`src/rtl/seq_pkg.sv`:
```
// Shared types and constants for the program sequencer: FSM states, default widths and the
// table of program entry addresses.
package seq_pkg;

    typedef enum logic [1:0] {
        StIdle,
        StInit,
        StRun,
        StDone
    } state_e;

    localparam int unsigned PC_W_DEF           = 11;
    localparam int unsigned CNT_W_DEF          = 16;
    localparam int unsigned INIT_CYCLES_DEF    = 2;
    localparam int unsigned TIMEOUT_CYCLES_DEF = 32'h0000_FFF0;
    localparam int unsigned NUM_PROG_DEF       = 4;

    localparam int unsigned NUM_PROG_ADDR = 4;
    localparam logic [31:0] PROG_ADDR [NUM_PROG_ADDR] = '{32'd0, 32'd256, 32'd512, 32'd768};

    // Indices outside the populated table fall back to program 0.
    function automatic logic [31:0] prog_addr(int unsigned sel, int unsigned num_prog);
        if (sel < num_prog && sel < NUM_PROG_ADDR) begin
            return PROG_ADDR[sel];
        end
        return PROG_ADDR[0];
    endfunction

endpackage

```
`src/rtl/seq_watchdog.sv`:
```
// Saturating run-cycle counter; tc_o flags that the enabled edge will bring the count to
// TIMEOUT_CYCLES.
module seq_watchdog #(
    parameter int unsigned CNT_W          = 16,
    parameter int unsigned TIMEOUT_CYCLES = 32'h0000_FFF0
) (
    input  logic             clk_i,
    input  logic             rst_ni,
    input  logic             clr_i,
    input  logic             en_i,
    output logic [CNT_W-1:0] count_o,
    output logic             tc_o
);

    logic [CNT_W-1:0] count_q, count_d;

    always_comb begin
        count_d = count_q;
        if (clr_i) begin
            count_d = '0;
        end else if (en_i && count_q != {CNT_W{1'b1}}) begin
            count_d = count_q + CNT_W'(1);
        end
    end

    always_ff @(posedge clk_i or negedge rst_ni) begin
        if (!rst_ni) begin
            count_q <= '0;
        end else begin
            count_q <= count_d;
        end
    end

    assign count_o = count_q;
    assign tc_o    = en_i && (count_q == CNT_W'(TIMEOUT_CYCLES - 1));

endmodule

```
`src/rtl/program_sequencer.sv`:
```
// Sequences the CPU core through program runs: start edge detection, program selection,
// init hold, run with watchdog, and completion reporting.
module program_sequencer
    import seq_pkg::*;
#(
    parameter int unsigned PC_W           = PC_W_DEF,
    parameter int unsigned CNT_W          = CNT_W_DEF,
    parameter int unsigned INIT_CYCLES    = INIT_CYCLES_DEF,
    parameter int unsigned TIMEOUT_CYCLES = TIMEOUT_CYCLES_DEF,
    parameter int unsigned NUM_PROG       = NUM_PROG_DEF,
    localparam int unsigned SelW          = (NUM_PROG > 1) ? $clog2(NUM_PROG) : 1
) (
    input  logic             clk_i,
    input  logic             rst_ni,
    input  logic             start_i,
    input  logic [SelW-1:0]  prog_sel_i,
    input  logic             core_halt_i,
    output logic             core_init_o,
    output logic [PC_W-1:0]  start_addr_o,
    output logic             busy_o,
    output logic             ack_o,
    output logic [CNT_W-1:0] cycle_count_o,
    output logic             timeout_o
);

    localparam int unsigned InitW = $clog2(INIT_CYCLES + 1);

    state_e            state_q, state_d;
    logic              start_q;
    logic [InitW-1:0]  init_cnt_q, init_cnt_d;
    logic [PC_W-1:0]   addr_q, addr_d;
    logic              timeout_q, timeout_d;
    logic              wd_clr, wd_en, wd_tc;
    logic              req;

    assign req = start_i && !start_q;

    seq_watchdog #(
        .CNT_W          (CNT_W),
        .TIMEOUT_CYCLES (TIMEOUT_CYCLES)
    ) u_watchdog (
        .clk_i   (clk_i),
        .rst_ni  (rst_ni),
        .clr_i   (wd_clr),
        .en_i    (wd_en),
        .count_o (cycle_count_o),
        .tc_o    (wd_tc)
    );

    always_comb begin
        state_d    = state_q;
        init_cnt_d = init_cnt_q;
        addr_d     = addr_q;
        timeout_d  = timeout_q;
        wd_clr     = 1'b0;
        wd_en      = 1'b0;
        unique case (state_q)
            StIdle, StDone: begin
                if (req) begin
                    addr_d     = PC_W'(prog_addr(int'(unsigned'(prog_sel_i)), NUM_PROG));
                    timeout_d  = 1'b0;
                    init_cnt_d = '0;
                    wd_clr     = 1'b1;
                    state_d    = StInit;
                end
            end
            StInit: begin
                init_cnt_d = init_cnt_q + InitW'(1);
                if (init_cnt_q == InitW'(INIT_CYCLES - 1)) begin
                    state_d = StRun;
                end
            end
            StRun: begin
                wd_en = 1'b1;
                // A halt on the terminal edge still counts as a clean finish.
                if (core_halt_i) begin
                    timeout_d = 1'b0;
                    state_d   = StDone;
                end else if (wd_tc) begin
                    timeout_d = 1'b1;
                    state_d   = StDone;
                end
            end
            default: state_d = StIdle;
        endcase
    end

    // start_q resets high so a Start held through reset is not seen as an edge.
    always_ff @(posedge clk_i or negedge rst_ni) begin
        if (!rst_ni) begin
            state_q    <= StIdle;
            start_q    <= 1'b1;
            init_cnt_q <= '0;
            addr_q     <= PC_W'(PROG_ADDR[0]);
            timeout_q  <= 1'b0;
        end else begin
            state_q    <= state_d;
            start_q    <= start_i;
            init_cnt_q <= init_cnt_d;
            addr_q     <= addr_d;
            timeout_q  <= timeout_d;
        end
    end

    assign core_init_o  = (state_q != StRun);
    assign busy_o       = (state_q == StInit) || (state_q == StRun);
    assign ack_o        = (state_q == StDone);
    assign start_addr_o = addr_q;
    assign timeout_o    = timeout_q;

endmodule

```
`config.mk`:
```
export PLATFORM = sky130hd
export DESIGN_NAME = program_sequencer
export DESIGN_NICKNAME = d
export VERILOG_FILES = /design/src/rtl/seq_pkg.sv /design/src/rtl/seq_watchdog.sv /design/src/rtl/program_sequencer.sv
export SDC_FILE = /design/constraint.sdc
export NUM_CORES = 1
export LEC_CHECK = 0
export CELL_PAD_IN_SITES_DETAIL_PLACEMENT = 1
export CELL_PAD_IN_SITES_GLOBAL_PLACEMENT = 1
export CORE_ASPECT_RATIO = 0.75
export CORE_UTILIZATION = 50
export CTS_CLUSTER_SIZE = 24
export DETAILED_ROUTE_END_ITERATION = 10
export DONT_BUFFER_PORTS = 1
export PLACE_DENSITY = 0.92
export SLEW_MARGIN = 20
export SYNTH_ARGS = -nofsm -noshare
export SYNTH_HDL_FRONTEND = slang
export SYNTH_SLANG_ARGS = --single-unit
```
`constraint.sdc`:
```
create_clock -name clk_i -period 5.15 [get_ports clk_i]
set_clock_uncertainty 0.1 [all_clocks]
set_input_delay 1.03 -clock clk_i [delete_from_list [all_inputs] [get_ports clk_i]]
set_output_delay 1.03 -clock clk_i [all_outputs]
set_load 0.01 [all_outputs]
```
# Yosys cells after proc, flatten, opt, wreduce, memory -nomap -nowiden
# Index checks and enable logic that the tools add are counted.
# W data, S select, Z words.
dict set report totals {
  ramBits 0
  reg_bits 33
  latch_bits 0
  in_bits 6
  memories 0
  output_inout_bits 31
  romBits 0
}
dict set report op_classes {
  n_shift 0
  n_addsub 2
  multipliers 0
  mux 22
  n_eq_ne 10
  n_reduce_logical 14
  bitwise 1
  div_mod_pow 0
  magnitude_cmp 1
}
# cell count
set op_table {}
lappend op_table {{$bmux W32 S2} 1}
lappend op_table {{$ge A33 B3 Y1 const B} 1}
lappend op_table {{$mux W11} 3}
lappend op_table {{$not A2 Y33} 1}
lappend op_table {{$mux W16} 2}
lappend op_table {{$add A16 B1 Y16 const B} 1}
lappend op_table {{$eq A16 B16 Y1 const B} 1}
lappend op_table {{$ne A16 B16 Y1 const B} 1}
lappend op_table {{$mux W2} 5}
lappend op_table {{$mux W1} 8}
lappend op_table {{$ne A2 B2 Y1 const B} 3}
lappend op_table {{$pmux W2 S3} 1}
lappend op_table {{$reduce_and A3 Y1} 2}
lappend op_table {{$reduce_bool A2 Y1} 3}
lappend op_table {{$eq A2 B1 Y1 const B} 2}
lappend op_table {{$eq A2 B2 Y1 const B} 2}
lappend op_table {{$pmux W2 S2} 1}
lappend op_table {{$reduce_and A2 Y1} 2}
lappend op_table {{$logic_and A1 B1 Y1} 3}
lappend op_table {{$ne A3 B2 Y1 const B} 1}
lappend op_table {{$add A2 B1 Y2 const B} 1}
lappend op_table {{$logic_not A2 Y1} 1}
lappend op_table {{$pmux W1 S2} 1}
lappend op_table {{$reduce_or A2 Y1} 1}
lappend op_table {{2 further kinds} 2}

# Longest topological paths before layout
# Gate-level depths: netlist (run 1).
dict set report depth {
  ltp_word 6
  mapped_depth 7
  depth_no_buf 6
}

# Hierarchy
# From an unflattened synthesis (run 1), not the netlist that was laid out.
dict set report hier_totals {
  hier_cells 149
  hier_area_um2 1487.7
}
# mod instances cells_each area_per_inst_um2
set by_module_without_submodules {}
lappend by_module_without_submodules {seq_watchdog 1 96 917.1}
lappend by_module_without_submodules {program_sequencer 1 53 570.5}

# Worst setup path before layout (run 1)
# Ideal clock, no wire load.
dict set report synth_timing {
  path_kind {register -> register}
  from {reg state_q[0]}
  to {reg u_watchdog.count_q[14], in the netlist u_watchdog.count_o[14]}
  setup_time_ns 0.120
  stages_incl_launch_ff 7
  path_buffers 0
  t_arrival_ns 1.917
  setup_slack_ns 3.013
  cell_sequence {dfrtp_1 -> inv_1 -> ha_1 -> inv_1 -> or4_4 -> or4b_1 -> o211a_1}
}
dict set report synth_between {
  elab_chain_cells 4
  elab_cells_between_ends 9
  classes_between {eq/ne: 2; mux: 3; reduce/logical: 4}
}
# element line_no
set synth_rtl {}
lappend synth_rtl {{start, declared} program_sequencer.sv:28} ;# state_e state_q, state_d;
lappend synth_rtl {{start signal, assigned} program_sequencer.sv:91} ;# state_q <= StIdle;
lappend synth_rtl {{start signal, assigned} program_sequencer.sv:97} ;# state_q <= state_d;
lappend synth_rtl {{$eq A2 B2 Y1 or $logic_not A2 Y1 (tied branches)} program_sequencer.sv:57} ;# unique case (state_q)
lappend synth_rtl {{$reduce_or A2 Y1 or $mux W1 (tied branches)} program_sequencer.sv:57}
lappend synth_rtl {{$mux W1 or $logic_and A1 B1 Y1 (tied branches)} {program_sequencer.sv:57, seq_watchdog.sv:21}}
lappend synth_rtl {{$mux W16 or $reduce_bool A2 Y1 (tied branches)} -}
lappend synth_rtl {{end signal, assigned} seq_watchdog.sv:30} ;# count_q <= count_d;
lappend synth_rtl {{end, declared} seq_watchdog.sv:15} ;# logic [CNT_W-1:0] count_q, count_d;
# Several ways; a longest one is shown, not always the timed one.
# A chain may end at the register's enable or synchronous reset.

# Final worst setup path (run 1)
dict set report layout_timing {
  from {reg state_q[0]}
  to {out busy_o}
}
dict set report layout_between {
  elab_chain_cells 2
  elab_cells_between_ends 3
  classes_between {eq/ne: 2; reduce/logical: 1}
}
# element line_no
set layout_rtl {}
lappend layout_rtl {{$eq A2 B1 Y1 or $eq A2 B2 Y1 (tied branches)} program_sequencer.sv:106} ;# assign busy_o = (state_q == StInit) || (state_q == StRun);
lappend layout_rtl {{$logic_or A1 B1 Y1 *} program_sequencer.sv:106}
lappend layout_rtl {{end, declared} program_sequencer.sv:20} ;# output logic busy_o,
# Mark *: on every way between the ends. The rest lies on a longest branch, timed or not.

==> results of run 1 <==
[sequential cells by signal (all words and copies together) (netlist names)]
signal and count:
u_watchdog.count_o 16, init_cnt_q 2, start_addr_o 2, state_q 2
start_q 1, timeout_o 1
[metrics by stage]
stage          power [mW]  util [%]  setup slack, ns  area, um^2  hold slack (ns)
2_1_floorplan       0.424         -             3.01        1440            0.408
3_3_place_gp        0.452      53.2             2.63        1410            0.423
3_5_place_dp        0.474      53.2             2.49        1410            0.443
4_1_cts             0.606      55.3             2.48        1460            0.338
5_1_grt             0.646      55.8             2.60        1470            0.329
6_report            0.607      55.8             2.71        1470            0.339
[path summary, 6_finish.rpt]
check | slack, ns | end | cells after the start | start
min reg2reg | 0.46 | start_addr_o[8] | 2 | start_addr_o[8]
max reg2reg | 2.71 | u_watchdog.count_o[14] | 5 | u_watchdog.count_o[0]
min | 0.34 | timeout_o | 0 | rst_ni
max in group asynchronous | 4.44 | start_q | 0 | rst_ni
min in group clk_i | 0.46 | start_addr_o[8] | 2 | start_addr_o[8]
max | 2.71 | busy_o | 3 | state_q[0]
[cell families after synthesis]
logic type | share of synthesized area (%)
buffers and inverters | 7.81
flip-flops | 42.7
XOR/XNOR | 1.24
AND/OR/NAND/NOR | 24.3
multiplexers | 2.13
AO/OA/AOI/OAI | 16.2
other | 0.266
adder cells (fa/ha/maj) | 5.32
[layout make-up]
type	instances	area, um^2
fillers	327	1170
inverters	8	30.0
multi-input cells	115	742
clock buffers	4	55.1
well taps	36	45.0
flip-flops and latches	24	602
[cell usage after synthesis (2+ instances only)]
cell | instances | area (um^2)
nand2_1 | 16 | 60.1
dfrtp_1 | 23 | 576
o211a_1 | 2 | 20.0
a31oi_1 | 2 | 12.5
a21oi_1 | 11 | 55.1
o31ai_1 | 2 | 15.0
nor2_1 | 8 | 30.0
ha_1 | 6 | 75.1
inv_1 | 8 | 30.0
mux2i_1 | 3 | 30.0
nand4_1 | 5 | 31.3
nand3_1 | 6 | 30.0
clkbuf_1 | 2 | 7.51
nand2b_1 | 2 | 12.5
o21ai_0 | 10 | 50.1
or3_1 | 6 | 37.5
xor2_1 | 2 | 17.5
nand3b_1 | 3 | 22.5
a41o_1 | 2 | 20.0
and4_1 | 4 | 35.0
buf_4 | 9 | 67.6
[power breakdown]
| part | switching [mW] | internal, mW |
|---|---|---|
| clock | 0.0639 | 0.0684 |
| sequential | 0.0463 | 0.221 |
| combinational | 0.136 | 0.0715 |
[layer usage]
metal	GRT usage, %	up-vias	part of all wire (%)
li1	-	539	-
met1	27.3	600	44
met2	46.6	34	50
met3	9.05	4	5.5
met4	5.45	0	0.88
met5	0	-	0
==> metrics, run 1 <==
WP buf/inv 2; Crit Path Class flop to output port; gp weighted congestion 0.783; Worst Setup Start Kind flop; drt via density 6.29; total CTS buffers 3; Reg clk slew, reported paths 0.09 ns; Gate Count Post-Synth 151; total congestion overflow 0; Tightest Pin Transition 0.800 ns; DIE WIDTH 63.3 um; Worst slew margin 46.5%; worst-skew pair later-pin latency 0.27 ns; I/O pins 37; post-synthesis average cell area 9.34 um^2; input/output buffers 0; register area share after synthesis 42.7%; dpl hpwl 2510 um; NumNets Final 164; endpoint class of the critical path output port; htree depth 1; starting density of the core 53.4%; Post-synth EDFFs 0; Required @ worst endpoint 4.02 ns; Layout Area Growth over Synthesis 4.53%; final hold vios 0; initial antenna violation count 0; detailed-route via count 1177; CP top delay family flip-flops; post-layout minimum cycle time 2.44 ns; Die H 48.0 um; Final setup viols 0; outcome finished clean; Total GRT Usage 24.5%; post-route insts no fill 187; Tcrit/Tclk final 47.3%; first-pass GRT wire length 5580 um; leakage 0.668 nW; # Post-CTS Setup Buffers 0; ANT nets after route 0; RSZ-0062 raised after global routing no; maximum buffer depth of the clock tree 2; max-cap viol count 0; post-synth cell types 40; core box area 2640 um^2; CTS root buffer clkbuf_8; largest net degree at the start of global routing 25; CTS Hold Bufs 0; CTS tree yes; Power Density 412 nW/um^2; max-slew violation count 0; Remaining DRCs 0; diodes inserted 0; Mapped Area 1410 um^2; per-cell routed wire length 18.9 um; Rows 16; #FFs+latches synth 24; PostCTS Resize Cnt 0; share of cells above drive strength 1 6.62%; post-placement cell count 183; Die Area 3040 um^2; vias in the first global route 1158; Slowest-stage cell, CP dfrtp_1; maximum vdd ir drop 0.223 mV; most frequent cells in the layout dfrtp_1 (23), nand2_1 (16), a21oi_1 (11); Most common cell on crit path inv_1; Peak Freq 410 MHz; most common cell after layout, fill and taps aside dfrtp_1; DR pass1 iterations 4; arrival time worst endpoint 1.31 ns; Crit path largest cell delay 0.39 ns; TNS Setup 0 ns; clock sink count 24; DR iter-0 viols 37; worst-path fanout max 7; crit-path cells inv_1 -> ha_1 -> inv_1; Synth Flop Type dfrtp_1; async set-reset flop share out of synthesis 100%; Yosys warnings 0; Routed Wire Length 3530 um; hold crit path type primary input to async pin
(Power assumes the default switching activity.)
==> run 2, diff against run 1 <==
--- a/config.mk
+++ b/config.mk
@@ -8,11 +8,11 @@
 export CELL_PAD_IN_SITES_DETAIL_PLACEMENT = 1
 export CELL_PAD_IN_SITES_GLOBAL_PLACEMENT = 1
 export CORE_ASPECT_RATIO = 0.75
-export CORE_UTILIZATION = 50
+export CORE_UTILIZATION = 42
 export CTS_CLUSTER_SIZE = 24
 export DETAILED_ROUTE_END_ITERATION = 10
 export DONT_BUFFER_PORTS = 1
-export PLACE_DENSITY = 0.92
+export PLACE_DENSITY = 0.83
 export SLEW_MARGIN = 20
 export SYNTH_ARGS = -nofsm -noshare
 export SYNTH_HDL_FRONTEND = slang
==> constraint.sdc (replaced) <==
create_clock -name clk_i -period 2.2 [get_ports clk_i]
set_clock_uncertainty 0.1 [all_clocks]
set_input_delay 0.44 -clock clk_i [delete_from_list [all_inputs] [get_ports clk_i]]
set_output_delay 0.44 -clock clk_i [all_outputs]
set_load 0.01 [all_outputs]
==> run 2 against run 1 <==
Net effect:
- total power increased to 2.6 times the previous value
- clock power rose by 110%
- global-route usage grew 0.60 points
- sequential cell count unchanged
- routed wire length rose by 27%
- highest routed layer unchanged
==> metrics, run 2 (synthesis results as in run 1) <==
outcome finished clean; vias in the first global route 1349 (+16%); arrival time worst endpoint 2.25 ns (+0.94 ns); Worst path depth 5 (+2); leakage 0.790 nW (+18%); RSZ-0062 raised after global routing yes; Die Area 3600 um^2 (+18%); DR pass1 iterations 5 (+1); htree depth 1 (unchanged); Power Density 933 nW/um^2 (+130%); total power 1.56 mW (+160%); detailed-route via count 1324 (+12%); Fin Hold WS 0.0574 ns (-0.281 ns); post-placement cell count 204 (+11%); Die H 52.2 um (+8.7%); Worst slew margin 63.7% (+17 points); Peak Freq 457 MHz; Final setup viols 0 (unchanged); clock sink count 24 (unchanged); Reg clk slew, reported paths 0.09 ns (about the same); largest net degree at the start of global routing 25 (unchanged); most common cell after layout, fill and taps aside buf_4; starting density of the core 46.0% (-7.3 points); WP buf/inv 0 (-2); DR iter-0 viols 90 (+140%); gp weighted congestion 0.756 (-3.4%); post-route insts no fill 215 (+15%); share of cells above drive strength 1 19.8% (+13 points); CTS root buffer clkbuf_8; worst-skew pair later-pin latency 0.27 ns (about the same); drt via density 6.16 (-2.2%); max-cap viol count 0 (unchanged); core box area 3060 um^2 (+16%); hold crit path type primary input to flop; NumNets Final 190 (+16%); Routed Wire Length 4480 um (+27%); Total GRT Usage 25.1% (+0.60 points); per-cell routed wire length 20.8 um (+10%); final hold vios 0 (unchanged); maximum buffer depth of the clock tree 2 (unchanged); Remaining DRCs 0 (unchanged); Rows 17 (+1); Tightest Pin Transition 0.539 ns (-0.261 ns); post-layout minimum cycle time 2.19 ns; I/O pins 37 (unchanged); CTS tree yes; DIE WIDTH 68.9 um (+8.8%); Slowest-stage cell, CP or4_4; Crit Path Class flop to flop; crit-path cells ha_4 -> nand4_1 -> or4_4 -> or4b_1 -> o211a_1; Tcrit/Tclk final 99.4%; maximum vdd ir drop 0.378 mV (+69%); Layout Area Growth over Synthesis 18.8%; CP top delay family simple AND/OR/NAND/NOR gates; total congestion overflow 0 (unchanged); max reg flops 16 (unchanged); max-slew violation count 0 (unchanged); Required @ worst endpoint 2.27 ns (-1.75 ns); most frequent cells in the layout buf_4 (24), dfrtp_1 (23), nand2_1 (16); endpoint class of the critical path flop; first-pass GRT wire length 6440 um (+16%); initial antenna violation count 0 (unchanged); Crit path largest cell delay 0.60 ns (+0.21 ns); Worst Setup Start Kind flop; ANT nets after route 0 (unchanged); Worst Hold Depth 0; input/output buffers 0 (unchanged); worst-path fanout max 3 (-4); total CTS buffers 3 (unchanged); R2R cell count 5 (unchanged); diodes inserted 0 (unchanged); dpl hpwl 2890 um (+15%)
run 2: area by class of cell:
type	count	area, um^2
fillers	359	1390
multi-input cells	115	741
flip-flops and latches	24	602
repair buffers	26	210
well taps	38	47.5
clock buffers	4	45.0
inverters	8	30.0
run 2: stage by stage:
step	util, %	setup TNS (ns)	area (um^2)	setup slack [ns]
after floorplan	-	0	1440	0.0631
after global placement	50.6	0	1550	0.154
after detailed placement	50.6	0	1550	0.0806
after CTS	53.1	0	1630	0.00539
after global routing	54.7	-0.166	1680	-0.0815
final	54.7	0	1680	0.0121
run 2: worst paths after layout:
kind | start | end | slack, ns
max | u_watchdog.count_o[1] | u_watchdog.count_o[14] | 0.01
min in group asynchronous | rst_ni | u_watchdog.count_o[8] | 0.48
max in group asynchronous | rst_ni | start_q | 1.28
min | start_i | start_q | 0.06
max reg2reg | u_watchdog.count_o[1] | u_watchdog.count_o[14] | 0.01
min reg2reg | start_addr_o[9] | start_addr_o[9] | 0.46
run 2: timing repair:
| action | 4_1_cts | 5_1_grt |
|---|---|---|
| endpoints found under the hold margin | 24 | 0 |
| hold buffers | 2 | 0 |
| setup buffers | 0 | 5 |
| resized for setup | 0 | 3 |
| setup endpoints to repair | 0 | 1 |
run 2: per-layer routing:
layer  up-vias  global-route usage [%]  routed length [um]
li1        586                       -                   -
met1       678                    30.9                1810
met2        50                    42.9                2310
met3        10                    6.74                 284
met4         0                    6.80                  71
met5         -                       0                   0
run 2: where the power goes:
group	total (mW)	internal [mW]	switching, mW
Combinational	0.697	0.271	0.425
Clock	0.278	0.130	0.148
Sequential	0.589	0.518	0.0711
==> run 3, diff against run 2 <==
--- a/config.mk
+++ b/config.mk
@@ -8,10 +8,9 @@
 export CELL_PAD_IN_SITES_DETAIL_PLACEMENT = 1
 export CELL_PAD_IN_SITES_GLOBAL_PLACEMENT = 1
 export CORE_ASPECT_RATIO = 0.75
-export CORE_UTILIZATION = 42
+export CORE_UTILIZATION = 32
 export CTS_CLUSTER_SIZE = 24
 export DETAILED_ROUTE_END_ITERATION = 10
-export DONT_BUFFER_PORTS = 1
 export PLACE_DENSITY = 0.83
 export SLEW_MARGIN = 20
 export SYNTH_ARGS = -nofsm -noshare
==> run 3 against run 2 <==
Net effect:
- total power grew 16%
- non-clock buffer count grew 22
- worst setup slack gained 0.060 ns
- worst hold slack gained 0.34 ns
- via count shrank 0.38%
- fmax grew 2.8%
- routed wire length shrank 12%
- cell count grew 18%
- critical path depth grew 1
- first-iteration DRC count shrank 49%
- largest cell class unchanged
- highest routed layer unchanged
==> metrics, run 3 (synthesis results as in run 1) <==
outcome finished clean; NumNets Final 212 (+12%); dpl hpwl 2940 um (+1.7%); I/O pins 37 (unchanged); vias in the first global route 1321 (-2.1%); endpoint class of the critical path flop; Hold Crit Endpoint start_addr_o[8]; crit-path cells inv_1 -> ha_1 -> inv_1 -> or4_4 -> or4b_1 -> o211a_1; Power Density 939 nW/um^2 (+0.61%); largest net degree at the start of global routing 25 (unchanged); maximum buffer depth of the clock tree 2 (unchanged); leakage 0.881 nW (+12%); Slowest-stage cell, CP or4_4; per-cell routed wire length 15.5 um (-25%); CTS tree yes; Most common cell on crit path inv_1; worst-path fanout max 4 (+1); Hold Startpoint start_addr_o[8]; Crit Path Class flop to flop; WP buf/inv 2 (+2); input/output buffers 27 (+27); initial antenna violation count 0 (unchanged); max reg flops 16 (unchanged); share of cells above drive strength 1 15.1% (-4.7 points); Die H 59.5 um (+14%); arrival time worst endpoint 2.20 ns (-0.05 ns); Crit path largest cell delay 0.55 ns (-0.05 ns); total power 1.81 mW (+16%); diodes inserted 0 (unchanged); Fin Hold WS 0.396 ns (+0.338 ns); Worst Hold Depth 2 (+2); DIE WIDTH 78.7 um (+14%); Total GRT Usage 18.5% (-6.6 points); post-layout minimum cycle time 2.13 ns (-0.0602 ns); detailed-route via count 1319 (-0.38%); R2R cell count 6 (+1); htree depth 1 (unchanged); Final setup viols 0 (unchanged); Layout Area Growth over Synthesis 36.8%; fillcell total 471 (+31%); clock sink count 24 (unchanged); drt via density 5.19 (-16%); most common cell after layout, fill and taps aside clkdlybuf4s50_1; Peak Freq 470 MHz (+2.8%); total congestion overflow 0 (unchanged); CTS root buffer clkbuf_8; total CTS buffers 3 (unchanged); Required @ worst endpoint 2.27 ns (about the same); R2R Path Start state_q[0]; CTS Hold Bufs 0 (-2); DR iter-0 viols 46 (-49%); starting density of the core 34.2% (-12 points); first-pass GRT wire length 6610 um (+2.6%); Worst Setup Start Kind flop; Routed Wire Length 3950 um (-12%); FF-to-FF setup slack 0.07 ns (+0.06 ns); gp weighted congestion 0.798 (+5.5%); DR pass1 iterations 4 (-1); Remaining DRCs 0 (unchanged); Die Area 4680 um^2 (+30%); Design Area, Final 1930 um^2 (+15%); core box area 4130 um^2 (+35%); FF-to-FF End u_watchdog.count_o[14]; ANT nets after route 0 (unchanged); most frequent cells in the layout clkdlybuf4s50_1 (25), dfrtp_1 (23), buf_4 (21); maximum vdd ir drop 0.547 mV (+45%); max-cap viol count 0 (unchanged); final hold vios 0 (unchanged); CP top delay family simple AND/OR/NAND/NOR gates; Tcrit/Tclk final 96.7% (-2.7 points); Rows 20 (+3); Area after DPL 1840 um^2 (+19%); hold crit path type flop to flop; worst-skew pair later-pin latency 0.27 ns (about the same); max-slew violation count 0 (unchanged); Reg clk slew, reported paths 0.10 ns (about the same)
run 3: changes by cell type in the layout (fill, tap and decap cells not counted), sizes merged:
cell,delta
clkdlybuf4s50,+25
dlymetal6s2s,+1
dlygate4sd2,+1
bufinv,+1
buf,-4
clkbuf,-1
dlygate4sd3,-1
run 3: worst max path at each step:
stage | startpoint | slack [ns] | end | depth (start not counted)
after floorplan | state_q[0] | 0.06 | u_watchdog.count_o[14] | 6
after global placement | state_q[0] | 0.15 | u_watchdog.count_o[14] | 6
after detailed placement | state_q[0] | 0.09 | u_watchdog.count_o[14] | 6
after CTS | state_q[0] | 0.008 | busy_o | 4
after global routing | state_q[0] | -0.01 | u_watchdog.count_o[14] | 6
final | state_q[0] | 0.07 | u_watchdog.count_o[14] | 6
run 3: cell type report:
type                    count  area (um^2)  area share (%)
well taps                  55         68.8            3.57
inverters                   8         30.0            1.56
clock inverters             1         30.0            1.56
repair buffers             48          429            22.2
clock buffers               3         41.3            2.14
flip-flops and latches     24          602            31.2
multi-input cells         115          728            37.7
run 3: power by group:
group / internal (mW) / switching [mW] / total [mW]
registers: 0.518 / 0.0497 / 0.567
clock network: 0.244 / 0.157 / 0.401
logic: 0.394 / 0.449 / 0.843
total: 1.16 / 0.656 / 1.81
run 3: layer usage:
layer / vias to the layer above / global-route usage [%] / part of all wire [%]
met1: 652 / 26.4 / 50
met3: 4 / 3.23 / 3.1
li1: 635 / - / -
met4: 0 / 1.59 / 1.1
met5: - / 0 / 0
met2: 28 / 30.4 / 46
run 3: worst min-delay path, cell delays in order, from the launching register on:
cell	delay [ns]
dfrtp_1	0.36
nand2_1	0.05
nand2_1	0.05
run 3: repair_timing:
item,CTS,global route
resized for setup,1,1
buffers inserted,1,1
setup endpoints to repair,2,2
pin swaps,0,1
run 3: stage by stage:
| step | instances | TNS [ns] | setup slack [ns] | util [%] |
|---|---|---|---|---|
| after global placement | 248 | 0 | 0.149 | 44.6 |
| final | 254 | 0 | 0.0723 | 46.7 |
| after global routing | 254 | -0.0146 | -0.0146 | 46.7 |
| after detailed placement | 248 | 0 | 0.0863 | 44.6 |
| after floorplan | 159 | 0 | 0.0631 | - |
| after CTS | 253 | 0 | 0.00807 | 46.5 |
